==> config.mk <==
export PLATFORM = sky130hd
export DESIGN_NAME = pc_sequencer
export DESIGN_NICKNAME = d
export VERILOG_FILES = /design/src/rtl/pc_seq_pkg.sv /design/src/rtl/pc_seq_stall_cnt.sv /design/src/rtl/pc_sequencer.sv
export SDC_FILE = /design/constraint.sdc
export NUM_CORES = 1
export LEC_CHECK = 0
export BUFFER_PORTS_ARGS = -buffer_cell sky130_fd_sc_hd__clkbuf_2
export CAP_MARGIN = 20
export CORE_AREA = 2 2 42 44
export CTS_BUF_LIST = sky130_fd_sc_hd__clkbuf_2
export CTS_CLUSTER_SIZE = 12
export DETAILED_ROUTE_END_ITERATION = 12
export DIE_AREA = 0 0 44 46
export GPL_TIMING_DRIVEN = 1
export PLACE_DENSITY_LB_ADDON = 0.2
export SETUP_SLACK_MARGIN = 0.02
export SKIP_CTS_REPAIR_TIMING = 1
export SLEW_MARGIN = 20
export SYNTH_ARGS = -nofsm -noshare
export SYNTH_HDL_FRONTEND = slang
export SYNTH_SLANG_ARGS = --single-unit
==> constraint.sdc <==
create_clock -name clk -period 1.2 [get_ports clk]
set_clock_uncertainty 0.1 [all_clocks]
set_input_delay 0.24 -clock clk [delete_from_list [all_inputs] [get_ports clk]]
set_output_delay 0.24 -clock clk [all_outputs]
set_load 0.01 [all_outputs]
==> src/rtl/pc_seq_pkg.sv <==
// pc_seq_pkg
// Shared types and constants for the next-PC sequencer:
//   state_e            - sequencer FSM states
//   DEFAULT_EXC_VECTOR - reset default for the exception handler address
//   cnt_width()        - stall counter width for a given STALL_CYCLES
package pc_seq_pkg;

    typedef enum logic [1:0] {
        ST_RUN   = 2'd0,
        ST_STALL = 2'd1,
        ST_FLUSH = 2'd2,
        ST_EXC   = 2'd3
    } state_e;

    localparam int DEFAULT_EXC_VECTOR = 60;

    // $clog2(N) bits always hold N-1, the largest value ever loaded.
    // Clamped to 1 so a single-cycle stall still yields a legal vector.
    function automatic int cnt_width(input int stall_cycles);
        return (stall_cycles > 1) ? $clog2(stall_cycles) : 1;
    endfunction

endpackage

==> src/rtl/pc_seq_stall_cnt.sv <==
// pc_seq_stall_cnt
// Loadable down-counter that times the remaining frozen cycles of a stall.
// Ports:
//   clk_i      - clock, rising edge
//   rst_i      - synchronous active-high reset (count -> 0)
//   load_i     - load load_val_i (takes precedence over dec_i)
//   load_val_i - value to load
//   dec_i      - decrement by one (saturates at 0)
//   last_o     - count == 1, i.e. this is the final frozen cycle
module pc_seq_stall_cnt
    import pc_seq_pkg::*;
#(
    parameter int CNT_W = cnt_width(2)
) (
    input  logic             clk_i,
    input  logic             rst_i,
    input  logic             load_i,
    input  logic [CNT_W-1:0] load_val_i,
    input  logic             dec_i,
    output logic             last_o
);

    logic [CNT_W-1:0] cnt_q;
    logic [CNT_W-1:0] cnt_d;

    always_comb begin
        cnt_d = cnt_q;
        if (load_i) begin
            cnt_d = load_val_i;
        end else if (dec_i && (cnt_q != '0)) begin
            cnt_d = cnt_q - CNT_W'(1);
        end
    end

    always_ff @(posedge clk_i) begin
        if (rst_i) begin
            cnt_q <= '0;
        end else begin
            cnt_q <= cnt_d;
        end
    end

    assign last_o = (cnt_q == CNT_W'(1));

endmodule

==> src/rtl/pc_sequencer.sv <==
// pc_sequencer
// Next-PC controller for the pipeline front end. Chooses the value loaded
// into the PC register each cycle (sequential, branch/jump redirect,
// load-use stall, exception vector / return), sequences the wrong-path
// flush cycle after each redirect and holds the exception return PC.
//
// Optional feature macro: PC_SEQ_EXC_EN
//   defined   - exception entry/return, epc and exc_active are built.
//   undefined - exc_req/eret ignored, epc and exc_active tied to 0.
//
// Ports:
//   clk, rst       - clock (rising edge), synchronous active-high reset
//   pc_cur         - current PC register value
//   stall_req      - load-use hazard pulse
//   branch_taken / branch_target - EX-stage taken branch and its target
//   jump / jump_target           - ID-stage jump and its target
//   exc_req, eret  - exception request, return from exception
//   pc_next        - value for PCin
//   pc_write       - PCWrite enable
//   flush_if       - kill the instruction in IF/ID
//   epc            - saved exception PC
//   exc_active     - inside the exception handler
//
// state | meaning
// ------+--------------------------------------------------------------
// RUN   | normal fetch; all requests arbitrated
// STALL | PC frozen for the remainder of a load-use stall
// FLUSH | first sequential cycle after a redirect; wrong-path fetch killed
// EXC   | first cycle inside the handler; all requests ignored
module pc_sequencer
    import pc_seq_pkg::*;
#(
    parameter int                  PC_WIDTH     = 6,
    parameter int                  STALL_CYCLES = 2,
    parameter logic [PC_WIDTH-1:0] EXC_VECTOR   = PC_WIDTH'(DEFAULT_EXC_VECTOR)
) (
    input  logic                clk,
    input  logic                rst,
    input  logic [PC_WIDTH-1:0] pc_cur,
    input  logic                stall_req,
    input  logic                branch_taken,
    input  logic [PC_WIDTH-1:0] branch_target,
    input  logic                jump,
    input  logic [PC_WIDTH-1:0] jump_target,
    input  logic                exc_req,
    input  logic                eret,
    output logic [PC_WIDTH-1:0] pc_next,
    output logic                pc_write,
    output logic                flush_if,
    output logic [PC_WIDTH-1:0] epc,
    output logic                exc_active
);

    localparam int CNT_W = cnt_width(STALL_CYCLES);

    state_e state_q;
    state_e state_d;

    logic [PC_WIDTH-1:0] pc_seq;
    logic [PC_WIDTH-1:0] epc_ret;
    logic                exc_ok;
    logic                eret_ok;
    logic                in_run;
    logic                in_stall;
    logic                redir_ok;
    logic                take_exc;
    logic                take_eret;
    logic                take_br;
    logic                take_jmp;
    logic                stall_last;
    logic                cnt_load;
    logic                cnt_dec;

    assign pc_seq = pc_cur + PC_WIDTH'(1);

`ifdef PC_SEQ_EXC_EN
    logic [PC_WIDTH-1:0] epc_q;
    logic                exc_active_q;

    // No nesting: a new exception is dropped while inside the handler.
    assign exc_ok  = exc_req && !exc_active_q;
    assign eret_ok = eret && exc_active_q;
    assign epc_ret = epc_q;

    always_ff @(posedge clk) begin
        if (rst) begin
            epc_q        <= '0;
            exc_active_q <= 1'b0;
        end else if (take_exc) begin
            epc_q        <= pc_cur;
            exc_active_q <= 1'b1;
        end else if (take_eret) begin
            exc_active_q <= 1'b0;
        end
    end

    assign epc        = epc_q;
    assign exc_active = exc_active_q;
`else
    logic unused_exc;

    assign unused_exc = exc_req ^ eret;
    assign exc_ok     = 1'b0;
    assign eret_ok    = 1'b0;
    assign epc_ret    = '0;
    assign epc        = '0;
    assign exc_active = 1'b0;
`endif

    assign in_run    = (state_q == ST_RUN);
    assign in_stall  = (state_q == ST_STALL);
    // A stall is abandoned by any redirect, so STALL arbitrates like RUN.
    assign redir_ok  = in_run || in_stall;
    assign take_exc  = exc_ok && (redir_ok || (state_q == ST_FLUSH));
    assign take_eret = eret_ok && redir_ok;
    assign take_br   = branch_taken && redir_ok;
    assign take_jmp  = jump && redir_ok;

    // The request cycle counts as the first frozen cycle, so the counter
    // only covers the remaining STALL_CYCLES-1.
    assign cnt_load = in_run && (state_d == ST_STALL);
    assign cnt_dec  = in_stall;

    generate
        if (STALL_CYCLES > 1) begin : g_stall_cnt
            pc_seq_stall_cnt #(
                .CNT_W (CNT_W)
            ) u_stall_cnt (
                .clk_i      (clk),
                .rst_i      (rst),
                .load_i     (cnt_load),
                .load_val_i (CNT_W'(STALL_CYCLES - 1)),
                .dec_i      (cnt_dec),
                .last_o     (stall_last)
            );
        end else begin : g_no_stall_cnt
            logic unused_cnt;
            assign unused_cnt = cnt_load ^ cnt_dec;
            assign stall_last = 1'b1;
        end
    endgenerate

    always_ff @(posedge clk) begin
        if (rst) begin
            state_q <= ST_RUN;
        end else begin
            state_q <= state_d;
        end
    end

    always_comb begin
        state_d = state_q;
        case (state_q)
            ST_RUN, ST_STALL: begin
                if (take_exc) begin
                    state_d = ST_EXC;
                end else if (take_eret || take_br || take_jmp) begin
                    state_d = ST_FLUSH;
                end else if (in_run) begin
                    state_d = (stall_req && (STALL_CYCLES > 1)) ? ST_STALL : ST_RUN;
                end else begin
                    state_d = stall_last ? ST_RUN : ST_STALL;
                end
            end
            ST_FLUSH: state_d = take_exc ? ST_EXC : ST_RUN;
            default:  state_d = ST_RUN;
        endcase
    end

    always_comb begin
        pc_next  = pc_seq;
        pc_write = 1'b1;
        flush_if = 1'b0;
        case (state_q)
            ST_RUN, ST_STALL: begin
                if (take_exc) begin
                    pc_next  = EXC_VECTOR;
                    flush_if = 1'b1;
                end else if (take_eret) begin
                    pc_next  = epc_ret;
                    flush_if = 1'b1;
                end else if (take_br) begin
                    pc_next  = branch_target;
                    flush_if = 1'b1;
                end else if (take_jmp) begin
                    pc_next  = jump_target;
                    flush_if = 1'b1;
                end else if (in_stall || stall_req) begin
                    pc_write = 1'b0;
                end
            end
            ST_FLUSH: begin
                flush_if = 1'b1;
                if (take_exc) begin
                    pc_next = EXC_VECTOR;
                end
            end
            default: begin
                flush_if = 1'b1;
            end
        endcase
        if (rst) begin
            pc_next  = '0;
            pc_write = 1'b0;
            flush_if = 1'b0;
        end
    end

endmodule

==> impl_metrics.env <==
export IMPL_status="finished with violations"
export IMPL_violations="setup timing"
export IMPL_final_area_um2=798
export IMPL_rsz0062_at_grt="yes"
export IMPL_fp_coreArea_mm2=0.00161
export IMPL_gp_congestion=0.713
export IMPL_yosysSeqAreaShare_pct=14.1
export IMPL_setup_tns_final_ps=-2330
export IMPL_p_per_area_mw_per_mm2=655
export IMPL_antenna_found_initial=0
export IMPL_grt_pass1_wl_um=1980
export IMPL_wl_um=1310
export IMPL_end_kind="output port"
export IMPL_die_y_um=46
export IMPL_synth_edf_count=0
export IMPL_worstHoldPathType="input port to flop"
export IMPL_first_iter_violations=6
export IMPL_start_kind="flop"
export IMPL_clkLatencyLatePin_ps=200
export IMPL_first_pass_iters=3
export IMPL_ios=40
export IMPL_grt_pass1_vias=484
export IMPL_yosysMostFrequentCell="buf_4"
export IMPL_place_inst=118
export IMPL_cts_tree="built"
export IMPL_nets=134
export IMPL_critPathMaxFanout=8
export IMPL_die_x_um=44
export IMPL_synth_ff_latch_count=3
export IMPL_h_tree_depth=1
export IMPL_report_final_slew_viol_count=0
export IMPL_worst_slack_ps=-359
export IMPL_hpwl_um=1090
export IMPL_ys_types=30
export IMPL_wl_per_cell_um=10.6
export IMPL_final_hold_viol_count=0
export IMPL_rows=15
export IMPL_worstSetupPathType="flop to output port"
export IMPL_via_count=562
export IMPL_place_area_um2=739
export IMPL_synth_top_area_share_pct=14.1
export IMPL_numClockSinks=3
export IMPL_cellLeakagePower_nw=0.414
export IMPL_min_period_over_period_pct=130
export IMPL_synth_area_um2=425
export IMPL_setup_viol=8
export IMPL_ys_warn_count=0
export IMPL_clock_path_buffers=2
export IMPL_instances_no_fill=124
export IMPL_via_per_inst=4.53
export IMPL_required_ps=860
export IMPL_clk_pin_slew_ps=40
export IMPL_cts_root_buf="clkbuf_2"
export IMPL_diodes=0
export IMPL_vdd_drop_max_v=0.000454
export IMPL_drive_above_1_share_pct=63.6
export IMPL_async_flop_share_pct=0
export IMPL_power_total_mw=0.523
export IMPL_cts_made_buffers=3
export IMPL_synth_main_ff_cell="dfxtp_1"
export IMPL_syn_mean_instance_area_um2=7.33
export IMPL_synthTopCellsByArea="dfxtp_1 (14%), buf_4 (14%), a221oi_1 (6.2%)"
export IMPL_grtUsageTotal_pct=13.7
export IMPL_antenna_left=0
export IMPL_final_min_clock_period_ps=1560
export IMPL_drt_drc_violations_left=0
export IMPL_synth_common_cells="buf_4 (8), inv_1 (5), nand2_1 (4)"
export IMPL_area_growth_pct=87.6
export IMPL_cp_arrival_ps=1220
export IMPL_portBuffers=30
export IMPL_synth_top_area_cell="dfxtp_1"
export IMPL_syn_inst=58
export IMPL_overflow=0
export IMPL_initial_core_util_pct=26.4
export IMPL_fmax_mhz=641
export IMPL_grt_max_degree=10
export IMPL_fp_dieArea_mm2=0.00202
export IMPL_drv_cap=0
export IMPL_fillCellCount=170
-- kinds of logic (layout without fill, tap and decap cells) --
group,count (synthesis),after routing,synth area share (%)
adder cells (fa/ha/maj),1,1,2.94
XOR/XNOR,3,3,6.18
multiplexers,1,1,2.35
AO/OA/AOI/OAI,17,17,29.7
flip-flops,3,3,14.1
other,1,7,0.882
buffers and inverters,14,57,19.4
AND/OR/NAND/NOR,18,18,24.4
-- placed cells by master, fill, tap and decap left out, types with 2 or more instances in the layout --
| master | count |
|---|---|
| nand3_1 | 2 |
| xor2_1 | 3 |
| nor2_1 | 3 |
| clkbuf_2 | 27 |
| buf_4 | 18 |
| conb_1 | 7 |
| o22ai_1 | 2 |
| nand2_1 | 4 |
| buf_2 | 7 |
| inv_1 | 5 |
| a22oi_1 | 2 |
| a21oi_2 | 3 |
| dfxtp_1 | 2 |
| a221oi_2 | 3 |
-- layer usage --
metal	vias to the layer above	wire length (µm)	GRT usage (%)
li1	298	-	-
met1	245	589	17.4
met2	19	639	20.9
met3	0	83	3.97
met4	0	0	7.27
met5	-	0	0
-- flip-flops by register name, summed over array words and instances (netlist names) --
register and flops:
g_stall_cnt.u_stall_cnt.last_o 1, state_q 2
-- worst paths after layout --
kind	end	startpoint	slack [ps]	cells past startpoint
worst max-delay path	pc_next[0]	state_q[1]	-360	3
worst min-delay path	state_q[1]	rst	340	3
worst max register to register	g_stall_cnt.u_stall_cnt.last_o	state_q[1]	60	4
worst min register to register	g_stall_cnt.u_stall_cnt.last_o	g_stall_cnt.u_stall_cnt.last_o	430	2
-- power by group --
part           internal [mW]  total [mW]  switching (mW)
clock network         0.0879       0.140          0.0523
registers              0.105       0.109         0.00412
logic                  0.141       0.274           0.133
total                  0.334       0.523           0.189
-- cell type report --
cell class                      instances  area, µm²  share of cell area [%]
Inverter                                5       18.8                    2.35
Timing Repair Buffer                   48        285                    35.7
Tap cell                               17       21.3                    2.66
Multi-Input combinational cell         47        389                    48.7
Clock buffer                            4       20.0                    2.51
Sequential cell                         3       63.8                    7.99
-- critical path: stages (launching register included) --
cell	delay (ps)
dfxtp_4	340
o21bai_4	220
a221oi_2	290
buf_2	170
-- metrics by stage --
step | hold WS, ps | util [%] | setup slack [ps]
global route | 328 | 49.5 | -439
global placement | 412 | 45.8 | -300
CTS | 311 | 47.1 | -394
floorplan | 340 | - | -23.5
finish | 339 | 49.5 | -359
detailed placement | 425 | 45.8 | -266
(Power assumes the default switching activity.)
